$ cat src/rtl/sra_arbiter_if.sv
// Request/response bundle between upstream masters, the arbiter and the downstream slave.
// The slave modport is the arbiter's view; the master modport is the surrounding environment.
interface sra_arbiter_if #(
    parameter int unsigned DATA_WIDTH_BYTES = 4,
    parameter int unsigned ADDR_WIDTH       = 8,
    parameter int unsigned M_USER_BITS      = 2,
    parameter int unsigned S_USER_BITS      = 2,
    parameter int unsigned NUM_MASTERS      = 4
);
    localparam int unsigned DW = 8 * DATA_WIDTH_BYTES;

    logic [NUM_MASTERS-1:0]             m_req_valid;
    logic [NUM_MASTERS-1:0]             m_req_ready;
    logic [NUM_MASTERS*DW-1:0]          m_req_data;
    logic [NUM_MASTERS*ADDR_WIDTH-1:0]  m_req_addr;
    logic [NUM_MASTERS*M_USER_BITS-1:0] m_req_user;

    logic [NUM_MASTERS-1:0]             m_rsp_valid;
    logic [NUM_MASTERS-1:0]             m_rsp_ready;
    logic [DW-1:0]                      m_rsp_data;
    logic [ADDR_WIDTH-1:0]              m_rsp_addr;
    logic [S_USER_BITS-1:0]             m_rsp_user;
    logic                               m_rsp_err;

    logic                               s_req_valid;
    logic                               s_req_ready;
    logic [DW-1:0]                      s_req_data;
    logic [ADDR_WIDTH-1:0]              s_req_addr;
    logic [M_USER_BITS-1:0]             s_req_user;

    logic                               s_rsp_valid;
    logic                               s_rsp_ready;
    logic [DW-1:0]                      s_rsp_data;
    logic [ADDR_WIDTH-1:0]              s_rsp_addr;
    logic [S_USER_BITS-1:0]             s_rsp_user;

    modport slave (
        input  m_req_valid, m_req_data, m_req_addr, m_req_user, m_rsp_ready,
        input  s_req_ready, s_rsp_valid, s_rsp_data, s_rsp_addr, s_rsp_user,
        output m_req_ready, m_rsp_valid, m_rsp_data, m_rsp_addr, m_rsp_user, m_rsp_err,
        output s_req_valid, s_req_data, s_req_addr, s_req_user, s_rsp_ready
    );

    modport master (
        output m_req_valid, m_req_data, m_req_addr, m_req_user, m_rsp_ready,
        output s_req_ready, s_rsp_valid, s_rsp_data, s_rsp_addr, s_rsp_user,
        input  m_req_ready, m_rsp_valid, m_rsp_data, m_rsp_addr, m_rsp_user, m_rsp_err,
        input  s_req_valid, s_req_data, s_req_addr, s_req_user, s_rsp_ready
    );
endinterface

$ cat src/rtl/sra_arbiter.sv
// Round-robin N:1 arbiter with a single outstanding transaction, response timeout and
// a saturating counter of slave responses that arrive when nobody is waiting for one.
module sra_arbiter #(
    parameter int unsigned DATA_WIDTH_BYTES = 4,
    parameter int unsigned ADDR_WIDTH       = 8,
    parameter int unsigned M_USER_BITS      = 2,
    parameter int unsigned S_USER_BITS      = 2,
    parameter int unsigned NUM_MASTERS      = 4,
    parameter int unsigned TIMEOUT_CYCLES   = 255
) (
    input  logic        clk,
    input  logic        rst,
    sra_arbiter_if.slave bus,
    output logic [7:0]  stray_cnt
);
    localparam int unsigned DW = 8 * DATA_WIDTH_BYTES;
    localparam int unsigned GW = $clog2(NUM_MASTERS);
    localparam int unsigned TW = (TIMEOUT_CYCLES == 0) ? 1 : $clog2(TIMEOUT_CYCLES + 1);
    localparam logic [TW-1:0] TimerLast =
        TW'((TIMEOUT_CYCLES == 0) ? 0 : TIMEOUT_CYCLES - 1);

    typedef enum logic [1:0] {StIdle, StReq, StWait, StRsp} state_e;

    state_e                 state_q, state_d;
    logic [GW-1:0]          rr_ptr_q, rr_ptr_d;
    logic [GW-1:0]          grant_q, grant_d;
    logic [TW-1:0]          timer_q, timer_d;
    logic [7:0]             stray_q, stray_d;
    logic [DW-1:0]          req_data_q, req_data_d;
    logic [ADDR_WIDTH-1:0]  req_addr_q, req_addr_d;
    logic [M_USER_BITS-1:0] req_user_q, req_user_d;
    logic [DW-1:0]          rsp_data_q, rsp_data_d;
    logic [ADDR_WIDTH-1:0]  rsp_addr_q, rsp_addr_d;
    logic [S_USER_BITS-1:0] rsp_user_q, rsp_user_d;
    logic                   rsp_err_q, rsp_err_d;

    logic          found;
    logic [GW-1:0] pick;
    logic [GW-1:0] idx;

    // First requesting master at or above rr_ptr, wrapping modulo NUM_MASTERS.
    always_comb begin
        found = 1'b0;
        pick  = rr_ptr_q;
        idx   = '0;
        for (int unsigned j = 0; j < NUM_MASTERS; j++) begin
            idx = GW'((32'(rr_ptr_q) + j) % NUM_MASTERS);
            if (!found && bus.m_req_valid[idx]) begin
                found = 1'b1;
                pick  = idx;
            end
        end
    end

    always_comb begin
        state_d         = state_q;
        rr_ptr_d        = rr_ptr_q;
        grant_d         = grant_q;
        timer_d         = timer_q;
        stray_d         = stray_q;
        req_data_d      = req_data_q;
        req_addr_d      = req_addr_q;
        req_user_d      = req_user_q;
        rsp_data_d      = rsp_data_q;
        rsp_addr_d      = rsp_addr_q;
        rsp_user_d      = rsp_user_q;
        rsp_err_d       = rsp_err_q;
        bus.m_req_ready = '0;

        unique case (state_q)
            StIdle: begin
                // Ready is suppressed while reset is asserted even though the state reads idle.
                if (found && rst) begin
                    bus.m_req_ready = NUM_MASTERS'(1) << pick;
                    grant_d         = pick;
                    req_data_d      = bus.m_req_data[32'(pick) * DW +: DW];
                    req_addr_d      = bus.m_req_addr[32'(pick) * ADDR_WIDTH +: ADDR_WIDTH];
                    req_user_d      = bus.m_req_user[32'(pick) * M_USER_BITS +: M_USER_BITS];
                    state_d         = StReq;
                end
            end
            StReq: begin
                if (bus.s_req_ready) begin
                    timer_d = '0;
                    state_d = StWait;
                end
            end
            StWait: begin
                // A real response beats a timeout expiring in the same cycle.
                if (bus.s_rsp_valid) begin
                    rsp_data_d = bus.s_rsp_data;
                    rsp_addr_d = bus.s_rsp_addr;
                    rsp_user_d = bus.s_rsp_user;
                    rsp_err_d  = 1'b0;
                    state_d    = StRsp;
                end else if (TIMEOUT_CYCLES != 0 && timer_q == TimerLast) begin
                    rsp_data_d = '0;
                    rsp_addr_d = req_addr_q;
                    rsp_user_d = '0;
                    rsp_err_d  = 1'b1;
                    state_d    = StRsp;
                end else begin
                    timer_d = timer_q + 1'b1;
                end
            end
            StRsp: begin
                if (bus.m_rsp_ready[grant_q]) begin
                    rr_ptr_d = (32'(grant_q) == NUM_MASTERS - 1) ? '0 : grant_q + 1'b1;
                    state_d  = StIdle;
                end
            end
            default: state_d = StIdle;
        endcase

        if (state_q != StWait && bus.s_rsp_valid && stray_q != 8'hFF) begin
            stray_d = stray_q + 8'd1;
        end
    end

    always_ff @(posedge clk or negedge rst) begin
        if (!rst) begin
            state_q    <= StIdle;
            rr_ptr_q   <= '0;
            grant_q    <= '0;
            timer_q    <= '0;
            stray_q    <= '0;
            req_data_q <= '0;
            req_addr_q <= '0;
            req_user_q <= '0;
            rsp_data_q <= '0;
            rsp_addr_q <= '0;
            rsp_user_q <= '0;
            rsp_err_q  <= 1'b0;
        end else begin
            state_q    <= state_d;
            rr_ptr_q   <= rr_ptr_d;
            grant_q    <= grant_d;
            timer_q    <= timer_d;
            stray_q    <= stray_d;
            req_data_q <= req_data_d;
            req_addr_q <= req_addr_d;
            req_user_q <= req_user_d;
            rsp_data_q <= rsp_data_d;
            rsp_addr_q <= rsp_addr_d;
            rsp_user_q <= rsp_user_d;
            rsp_err_q  <= rsp_err_d;
        end
    end

    assign bus.s_req_valid = (state_q == StReq);
    assign bus.s_req_data  = req_data_q;
    assign bus.s_req_addr  = req_addr_q;
    assign bus.s_req_user  = req_user_q;
    assign bus.s_rsp_ready = 1'b1;
    assign bus.m_rsp_valid = (state_q == StRsp) ? (NUM_MASTERS'(1) << grant_q) : '0;
    assign bus.m_rsp_data  = rsp_data_q;
    assign bus.m_rsp_addr  = rsp_addr_q;
    assign bus.m_rsp_user  = rsp_user_q;
    assign bus.m_rsp_err   = rsp_err_q;
    assign stray_cnt       = stray_q;
endmodule

$ cat src/flat_wrapper.sv
// flat-port wrapper written by rule: the top's interface ports become plain ports
module sra_arbiter_flat 
#(
    parameter int unsigned DATA_WIDTH_BYTES = 4,
    parameter int unsigned ADDR_WIDTH       = 8,
    parameter int unsigned M_USER_BITS      = 2,
    parameter int unsigned S_USER_BITS      = 2,
    parameter int unsigned NUM_MASTERS      = 4,
    parameter int unsigned TIMEOUT_CYCLES   = 255
)
  (clk, rst, stray_cnt, bus_m_req_valid, bus_m_req_data, bus_m_req_addr, bus_m_req_user, bus_m_rsp_ready, bus_s_req_ready, bus_s_rsp_valid, bus_s_rsp_data, bus_s_rsp_addr, bus_s_rsp_user, bus_m_req_ready, bus_m_rsp_valid, bus_m_rsp_data, bus_m_rsp_addr, bus_m_rsp_user, bus_m_rsp_err, bus_s_req_valid, bus_s_req_data, bus_s_req_addr, bus_s_req_user, bus_s_rsp_ready);
  sra_arbiter_if #(.DATA_WIDTH_BYTES(DATA_WIDTH_BYTES), .ADDR_WIDTH(ADDR_WIDTH), .M_USER_BITS(M_USER_BITS), .S_USER_BITS(S_USER_BITS), .NUM_MASTERS(NUM_MASTERS)) bus_i ();
  input  logic clk;
  input  logic rst;
  output logic [7:0] stray_cnt;
  input wire logic [$bits(bus_i.m_req_valid)-1:0] bus_m_req_valid;
  input wire logic [$bits(bus_i.m_req_data)-1:0] bus_m_req_data;
  input wire logic [$bits(bus_i.m_req_addr)-1:0] bus_m_req_addr;
  input wire logic [$bits(bus_i.m_req_user)-1:0] bus_m_req_user;
  input wire logic [$bits(bus_i.m_rsp_ready)-1:0] bus_m_rsp_ready;
  input wire logic [$bits(bus_i.s_req_ready)-1:0] bus_s_req_ready;
  input wire logic [$bits(bus_i.s_rsp_valid)-1:0] bus_s_rsp_valid;
  input wire logic [$bits(bus_i.s_rsp_data)-1:0] bus_s_rsp_data;
  input wire logic [$bits(bus_i.s_rsp_addr)-1:0] bus_s_rsp_addr;
  input wire logic [$bits(bus_i.s_rsp_user)-1:0] bus_s_rsp_user;
  output wire logic [$bits(bus_i.m_req_ready)-1:0] bus_m_req_ready;
  output wire logic [$bits(bus_i.m_rsp_valid)-1:0] bus_m_rsp_valid;
  output wire logic [$bits(bus_i.m_rsp_data)-1:0] bus_m_rsp_data;
  output wire logic [$bits(bus_i.m_rsp_addr)-1:0] bus_m_rsp_addr;
  output wire logic [$bits(bus_i.m_rsp_user)-1:0] bus_m_rsp_user;
  output wire logic [$bits(bus_i.m_rsp_err)-1:0] bus_m_rsp_err;
  output wire logic [$bits(bus_i.s_req_valid)-1:0] bus_s_req_valid;
  output wire logic [$bits(bus_i.s_req_data)-1:0] bus_s_req_data;
  output wire logic [$bits(bus_i.s_req_addr)-1:0] bus_s_req_addr;
  output wire logic [$bits(bus_i.s_req_user)-1:0] bus_s_req_user;
  output wire logic [$bits(bus_i.s_rsp_ready)-1:0] bus_s_rsp_ready;
  assign bus_i.m_req_valid = bus_m_req_valid;
  assign bus_i.m_req_data = bus_m_req_data;
  assign bus_i.m_req_addr = bus_m_req_addr;
  assign bus_i.m_req_user = bus_m_req_user;
  assign bus_i.m_rsp_ready = bus_m_rsp_ready;
  assign bus_i.s_req_ready = bus_s_req_ready;
  assign bus_i.s_rsp_valid = bus_s_rsp_valid;
  assign bus_i.s_rsp_data = bus_s_rsp_data;
  assign bus_i.s_rsp_addr = bus_s_rsp_addr;
  assign bus_i.s_rsp_user = bus_s_rsp_user;
  assign bus_m_req_ready = bus_i.m_req_ready;
  assign bus_m_rsp_valid = bus_i.m_rsp_valid;
  assign bus_m_rsp_data = bus_i.m_rsp_data;
  assign bus_m_rsp_addr = bus_i.m_rsp_addr;
  assign bus_m_rsp_user = bus_i.m_rsp_user;
  assign bus_m_rsp_err = bus_i.m_rsp_err;
  assign bus_s_req_valid = bus_i.s_req_valid;
  assign bus_s_req_data = bus_i.s_req_data;
  assign bus_s_req_addr = bus_i.s_req_addr;
  assign bus_s_req_user = bus_i.s_req_user;
  assign bus_s_rsp_ready = bus_i.s_rsp_ready;
  sra_arbiter #(.DATA_WIDTH_BYTES(DATA_WIDTH_BYTES), .ADDR_WIDTH(ADDR_WIDTH), .M_USER_BITS(M_USER_BITS), .S_USER_BITS(S_USER_BITS), .NUM_MASTERS(NUM_MASTERS), .TIMEOUT_CYCLES(TIMEOUT_CYCLES)) u_core (.clk(clk), .rst(rst), .bus(bus_i), .stray_cnt(stray_cnt));
endmodule
$ cat config.mk
export PLATFORM = sky130hd
export DESIGN_NAME = sra_arbiter_flat
export DESIGN_NICKNAME = d
export VERILOG_FILES = /design/src/rtl/sra_arbiter_if.sv /design/src/rtl/sra_arbiter.sv /design/src/flat_wrapper.sv
export SDC_FILE = /design/constraint.sdc
export NUM_CORES = 1
export LEC_CHECK = 0
export CAP_MARGIN = 15
export CORE_MARGIN = 10
export CORE_UTILIZATION = 40
export DETAILED_ROUTE_END_ITERATION = 6
export PLACE_DENSITY = 0.87
export SYNTH_ARGS = -nofsm -noshare
export SYNTH_HDL_FRONTEND = slang
export SYNTH_SLANG_ARGS = --single-unit
export TNS_END_PERCENT = 50
$ cat constraint.sdc
create_clock -name clk -period 5.2 [get_ports clk]
set_input_delay 1.04 -clock clk [delete_from_list [all_inputs] [get_ports clk]]
set_output_delay 1.04 -clock clk [all_outputs]
set_load 0.01 [all_outputs]
### After elaboration in Yosys (flattened, before gate mapping)

Cells that the tools add are included.

* register bits: 107
* input port bits: 222
* output and inout port bits: 103

* $add $sub $neg: 6
* $lt $le $gt $ge: 5
* equality and inequality tests: 13
* shifts and indexed selects: 5
* multiplexer cells: 39
* reductions and logical operators: 17

Operator list (number)
* $shiftx 128x8->32: 1
* $mux 32: 2
* $mux 8: 5
* $shiftx 32x6->8: 1
* $mux 2: 11
* $add 8x1->8 const B: 2
* $pmux 8 s2: 1
* $lt 2x3->1 const B: 5
* $mux 4: 3
* $mux 1: 11
* $bmux 1 s2: 5
* $eq 8x8->1 const B: 1
* $ne 2x2->1 const B: 4
* $ne 8x8->1 const B: 1
* $pmux 2 s4: 1
* $reduce_and 4->1: 2
* $shiftx 8x4->2: 1
* $shl 1x2->4 const A: 2
* $eq 2x2->1 const B: 3
* $logic_and 1x1->1: 6
* $reduce_and 2->1: 3
* $add 2x1->2 const B: 2
* $add 2x2->2 const B: 2
* $ne 2x1->1 const B: 2
* other kinds (5): 8

### Depth between registers and ports, before layout

* depth after elaboration: 15
* mapped depth: 8

### Worst setup path before layout

No wires, ideal clock.

* kind: input-to-output
* start: input port bus_m_req_valid[2]
* end: output port bus_m_req_ready[0]
* arrival time: 2.220 ns
* slack: 1.940 ns
* cell stages on the path: 6
* cells stage by stage: nor2b_1 -> a221oi_4 -> nand2_2 -> buf_2 -> buf_2 -> and3_1

* longest elaborated chain between the ends: 15
* elaborated cells between the ends (all ways): 25

RTL lines
* start, declared: line flat_wrapper.sv:16 `input wire logic [$bits(bus_i.m_req_valid)-1:0] bus_m_req_valid;`
* $bmux 1 s2: line sra_arbiter.sv:48 `if (!found && bus.m_req_valid[idx]) begin`
* $mux 1 (implied by the code): line sra_arbiter.sv:48
* $mux 1: line sra_arbiter.sv:48
* $logic_not 1->1: line sra_arbiter.sv:48
* $logic_and 1x1->1: line sra_arbiter.sv:48
* $mux 1: line sra_arbiter.sv:48
* $logic_not 1->1: line sra_arbiter.sv:48
* $logic_and 1x1->1: line sra_arbiter.sv:48
* $mux 1: line sra_arbiter.sv:48
* $logic_not 1->1: line sra_arbiter.sv:48
* $logic_and 1x1->1: line sra_arbiter.sv:48
* $mux 2 or $mux 1 (tied branches): line sra_arbiter.sv:48
* $shl 1x2->4 or $logic_and 1x1->1 (tied branches): line sra_arbiter.sv:74, sra_arbiter.sv:73
* $mux 4 *: line sra_arbiter.sv:73 `if (found && rst) begin`
* $mux 4 *: line sra_arbiter.sv:70 `unique case (state_q)`
* end, declared: line flat_wrapper.sv:26 `output wire logic [$bits(bus_i.m_req_ready)-1:0] bus_m_req_ready;`

Mark *: on every way between the ends. The rest lies on a longest branch, timed or not. The select of a mux whose other input is x is not followed.

### Worst setup path in the final report

* start: input port bus_m_req_valid[0]
* end: output port bus_m_req_ready[1]

The elaborated chain is that of the path after synthesis.

==> flow_summary_export.csv <==
group,metric,value,unit
global_routing,grt_start_max_net_pins,85,
synth,synth-simple-area-share,0.124,
global_routing,grt.total_usage,0.219,
critical_path,startpoint_type,"primary input",
global_routing,grt_pass1_vias,5920,
synth,syn_nets,778,
clocking,numCtsBuffers,9,
synth,synthMuxAreaShare,0.0995,
critical_path,reg2regPathDepth,7,
job,maxCapViolations,0,
routing,drc,0,
synth,ys_types,40,
timing,max_freq,235,MHz
clocking,h-tree-depth,3,
synth,ys_seq_area_frac,0.470,
clocking,clk_path_buf_depth,2,
critical_path,crit_path_frequent_cell,"clkdlybuf4s50_1",
worst_hold_path,min_path_cells,2,
synth,yosys_warnings,0,
timing,period_needed,4.26,ns
clocking,worstSkewPairLatency,0.35,ns
timing,finalMaxSlewViolations,0,
die,rows,43,
timing,tns,0,ns
layout,nNetsFinal,1075,
critical_path,path_class,"in -> out",
synth,synth_top_family_by_area,"compound AO/OA/AOI/OAI gates",
critical_path,r2r-end,"u_core.bus.s_req_addr[4]",
die,core,13900,um^2
routing,drtPass1Iterations,4,
timing,hold_violations,0,
critical_path,crit_fanout,14,
layout,final_core_util,0.674,
placed_design,hpwl,17.7,mm
clocking,clk_pin_slew,0.07,ns
clocking,clock-sinks,107,
placed_design,gp_congestion,0.874,
clocking,hold_buffers,0,
layout,fin_cells,1026,
global_routing,antenna_found_initial,0,
placed_design,placed_cells_incl_taps,1010,
layout,diodes,0,
critical_path,path_cells,"clkdlybuf4s50_1 > nor2b_1 > a21oi_1 > a21oi_4 > and3_1 > clkdlybuf4s50_1",
die,dieWidth,139,um
power,ir_drop,0.179,mV
layout,syn_to_final_growth,64.9,%
timing,setup_slack,0.936,ns
worst_hold_path,min_delay_worst_endpoint,"u_core.bus.m_rsp_addr[5]",
critical_path,critPathTopFamily,"buffers and inverters",
synth,ys_seq_elements,107,
power,p_leak,4.01,nW
timing,rsz0062_at_grt,"false",
placed_design,port_buffers,323,
synth,synth_fa_ha_area_frac,0.0264,
critical_path,path_buf_inv,2,
layout,drive_gt1_frac,0.0461,
routing,wl_per_cell,21.9,um
routing,via_count,5633,
critical_path,r2r_slack,2.42,ns
routing,drtAntennaViolNets,0,
placed_design,post-place-ws,0.947,ns
clocking,cts_tree,"built",
run_status,status,"finished clean",
synth,synthCells,544,
critical_path,cp_slowest_stage_delay,0.58,ns
die,die_h,139,um
clocking,post-cts-setup-buffer-count,0,
synth,synth_area_per_cell,10.5,um^2
critical_path,cp_slowest_cell,"clkdlybuf4s50_1",
critical_path,rr_startpoint,"u_core.state_q[0]",
timing,finalCritPeriodShare,0.820,
die,initial_utilization,0.409,
clocking,root_buffer,"clkbuf_16",
die,ioPinCount,325,
routing,wl,22.5,mm
critical_path,cp.arrival,3.22,ns
worst_hold_path,hold_path_class,"reg -> reg",
critical_path,worstPathRequired,4.16,ns
power,powerDensity,490,nW/um^2
routing,routed_via_density,5.49,
clocking,cts_resized,0,
layout,fillCellCount,1111,
synth,netlist_area,5700,um^2
critical_path,critPathCaptureType,"primary output",
synth,synth_xor_area_frac,0.0184,
routing,drt_iter0_drc,306,
critical_path,cp.depth,6,
die,dieArea,19400,um^2
worst_hold_path,hold_start,"u_core.bus.m_rsp_addr[5]",
global_routing,overflow,0,
global_routing,grt_pass1_wl,34.2,mm
timing,tightest_slew,0.909,ns
synth,synth-compound-area-share,0.218,
timing,fin_skew,0.0188,ns
timing,relSlewSlack,0.394,
power,total_power,4.60,mW
timing,finalSetupViolations,0,
## routing by layer
metal / global-route usage / share of wire / wire length [um] / vias to the layer above
li1: - / - / - / 2671
met1: 0.242 / 0.38 / 8620 / 2662
met2: 0.383 / 0.50 / 11300 / 258
met3: 0.0779 / 0.086 / 1930 / 42
met4: 0.0703 / 0.029 / 663 / 0
met5: 0 / 0 / 0 / -
## synth_stat cells
master     instances  area [um^2]
a22o_1            36          315
nand3_1            3         15.0
xnor2_1           10         87.6
o21ai_1            2         10.0
o21ai_0           10         50.1
a211oi_1          44          330
inv_1             12         45.0
o221ai_1           1         8.76
buf_2              7         35.0
nand4_1            4         25.0
mux4_2             1         22.5
buf_6              1         11.3
a41o_1             1         10.0
conb_1             1         3.75
o41ai_1            1         8.76
o22ai_1            1         6.26
nor2_1            52          195
buf_4              1         7.51
nor2b_1            3         18.8
clkbuf_1          39          146
xor2_1             2         17.5
o32a_1             1         10.0
and2_1             7         43.8
nand2_2            1         6.26
a221oi_4           1         26.3
a311oi_2           1         15.0
or3_1              1         6.26
dfrtp_1          107         2680
mux2i_1           51          510
nor3_1             4         20.0
nand2_1           19         71.3
o31ai_1            2         15.0
a2111oi_0         44          385
nand2b_1           2         12.5
mux2_2             3         33.8
ha_1              12          150
a21oi_1            7         35.0
o21a_1             1         7.51
a31oi_1            1         6.26
and3_1            47          294
## layout make-up
cell class,instances,area (um^2),share of cell area
well taps,180,225,0.0240
multi-input cells,377,2800,0.298
clock buffers,9,225,0.0240
inverters,12,45.0,0.00480
repair buffers,334,3330,0.354
clock inverters,7,90.1,0.00959
flip-flops and latches,107,2680,0.285
## state kept, by name, summed over array words and instances, names as in the netlist
signal	cells
u_core.state_q	2
u_core.bus.m_rsp_data	32
u_core.bus.m_rsp_err	1
u_core.grant_q	2
u_core.rr_ptr_q	2
u_core.bus.m_rsp_user	2
u_core.bus.s_req_user	2
u_core.stray_cnt	8
u_core.bus.m_rsp_addr	8
u_core.bus.s_req_data	32
u_core.timer_q	8
u_core.bus.s_req_addr	8
## per-stage QoR
stage / instance area [um^2] / hold slack, ns
2_1_floorplan: 5700 / 0.511
3_3_place_gp: 9080 / 0.461
3_5_place_dp: 9080 / 0.470
4_1_cts: 9390 / 0.486
5_1_grt: 9390 / 0.511
6_report: 9390 / 0.480
## worst max path at each step
stage / end / startpoint / slack (ns)
floorplan: bus_m_req_ready[0] / bus_m_req_valid[2] / 1.94
global placement: bus_m_req_ready[1] / bus_m_req_valid[0] / 0.99
detailed placement: bus_m_req_ready[1] / bus_m_req_valid[3] / 0.95
CTS: bus_m_req_ready[1] / bus_m_req_valid[0] / 0.94
global route: bus_m_req_ready[1] / bus_m_req_valid[0] / 0.86
finish: bus_m_req_ready[1] / bus_m_req_valid[0] / 0.94
## cells in the final DEF, fill, tap and decap left out, types with 19 or more instances in the layout
cell type and n:
a211oi_1 44, clkdlybuf4s50_1 322, mux2i_1 51, a2111oi_0 44, a22o_1 36, nand2_1 19
and3_1 47, dfrtp_1 107, nor2_1 51
## kinds of logic (layout without fill, tap and decap cells)
| logic type | Yosys count | count (layout) |
|---|---|---|
| XOR/XNOR | 12 | 12 |
| multiplexers | 55 | 55 |
| AND/OR/NAND/NOR | 143 | 143 |
| AO/OA/AOI/OAI | 154 | 154 |
| flip-flops | 107 | 107 |
| buffers and inverters | 60 | 362 |
| adder cells (fa/ha/maj) | 12 | 12 |
| other | 1 | 1 |
## power breakdown
part / total (mW) / leakage, nW / switching, mW / internal, mW
Sequential: 1.46 / 1.28 / 0.257 / 1.20
Combinational: 2.41 / 2.57 / 1.16 / 1.25
Clock: 0.725 / 0.156 / 0.337 / 0.389
Total: 4.60 / 4.01 / 1.75 / 2.84
## worst register-to-register path: stages (launching register included)
cell	delay, ns
dfrtp_1	0.42
inv_1	0.13
ha_1	0.18
inv_1	0.08
nor2_4	0.36
buf_4	0.42
and2_2	0.83
a211oi_1	0.21
No activity file was read; power rests on OpenSTA's default activity.
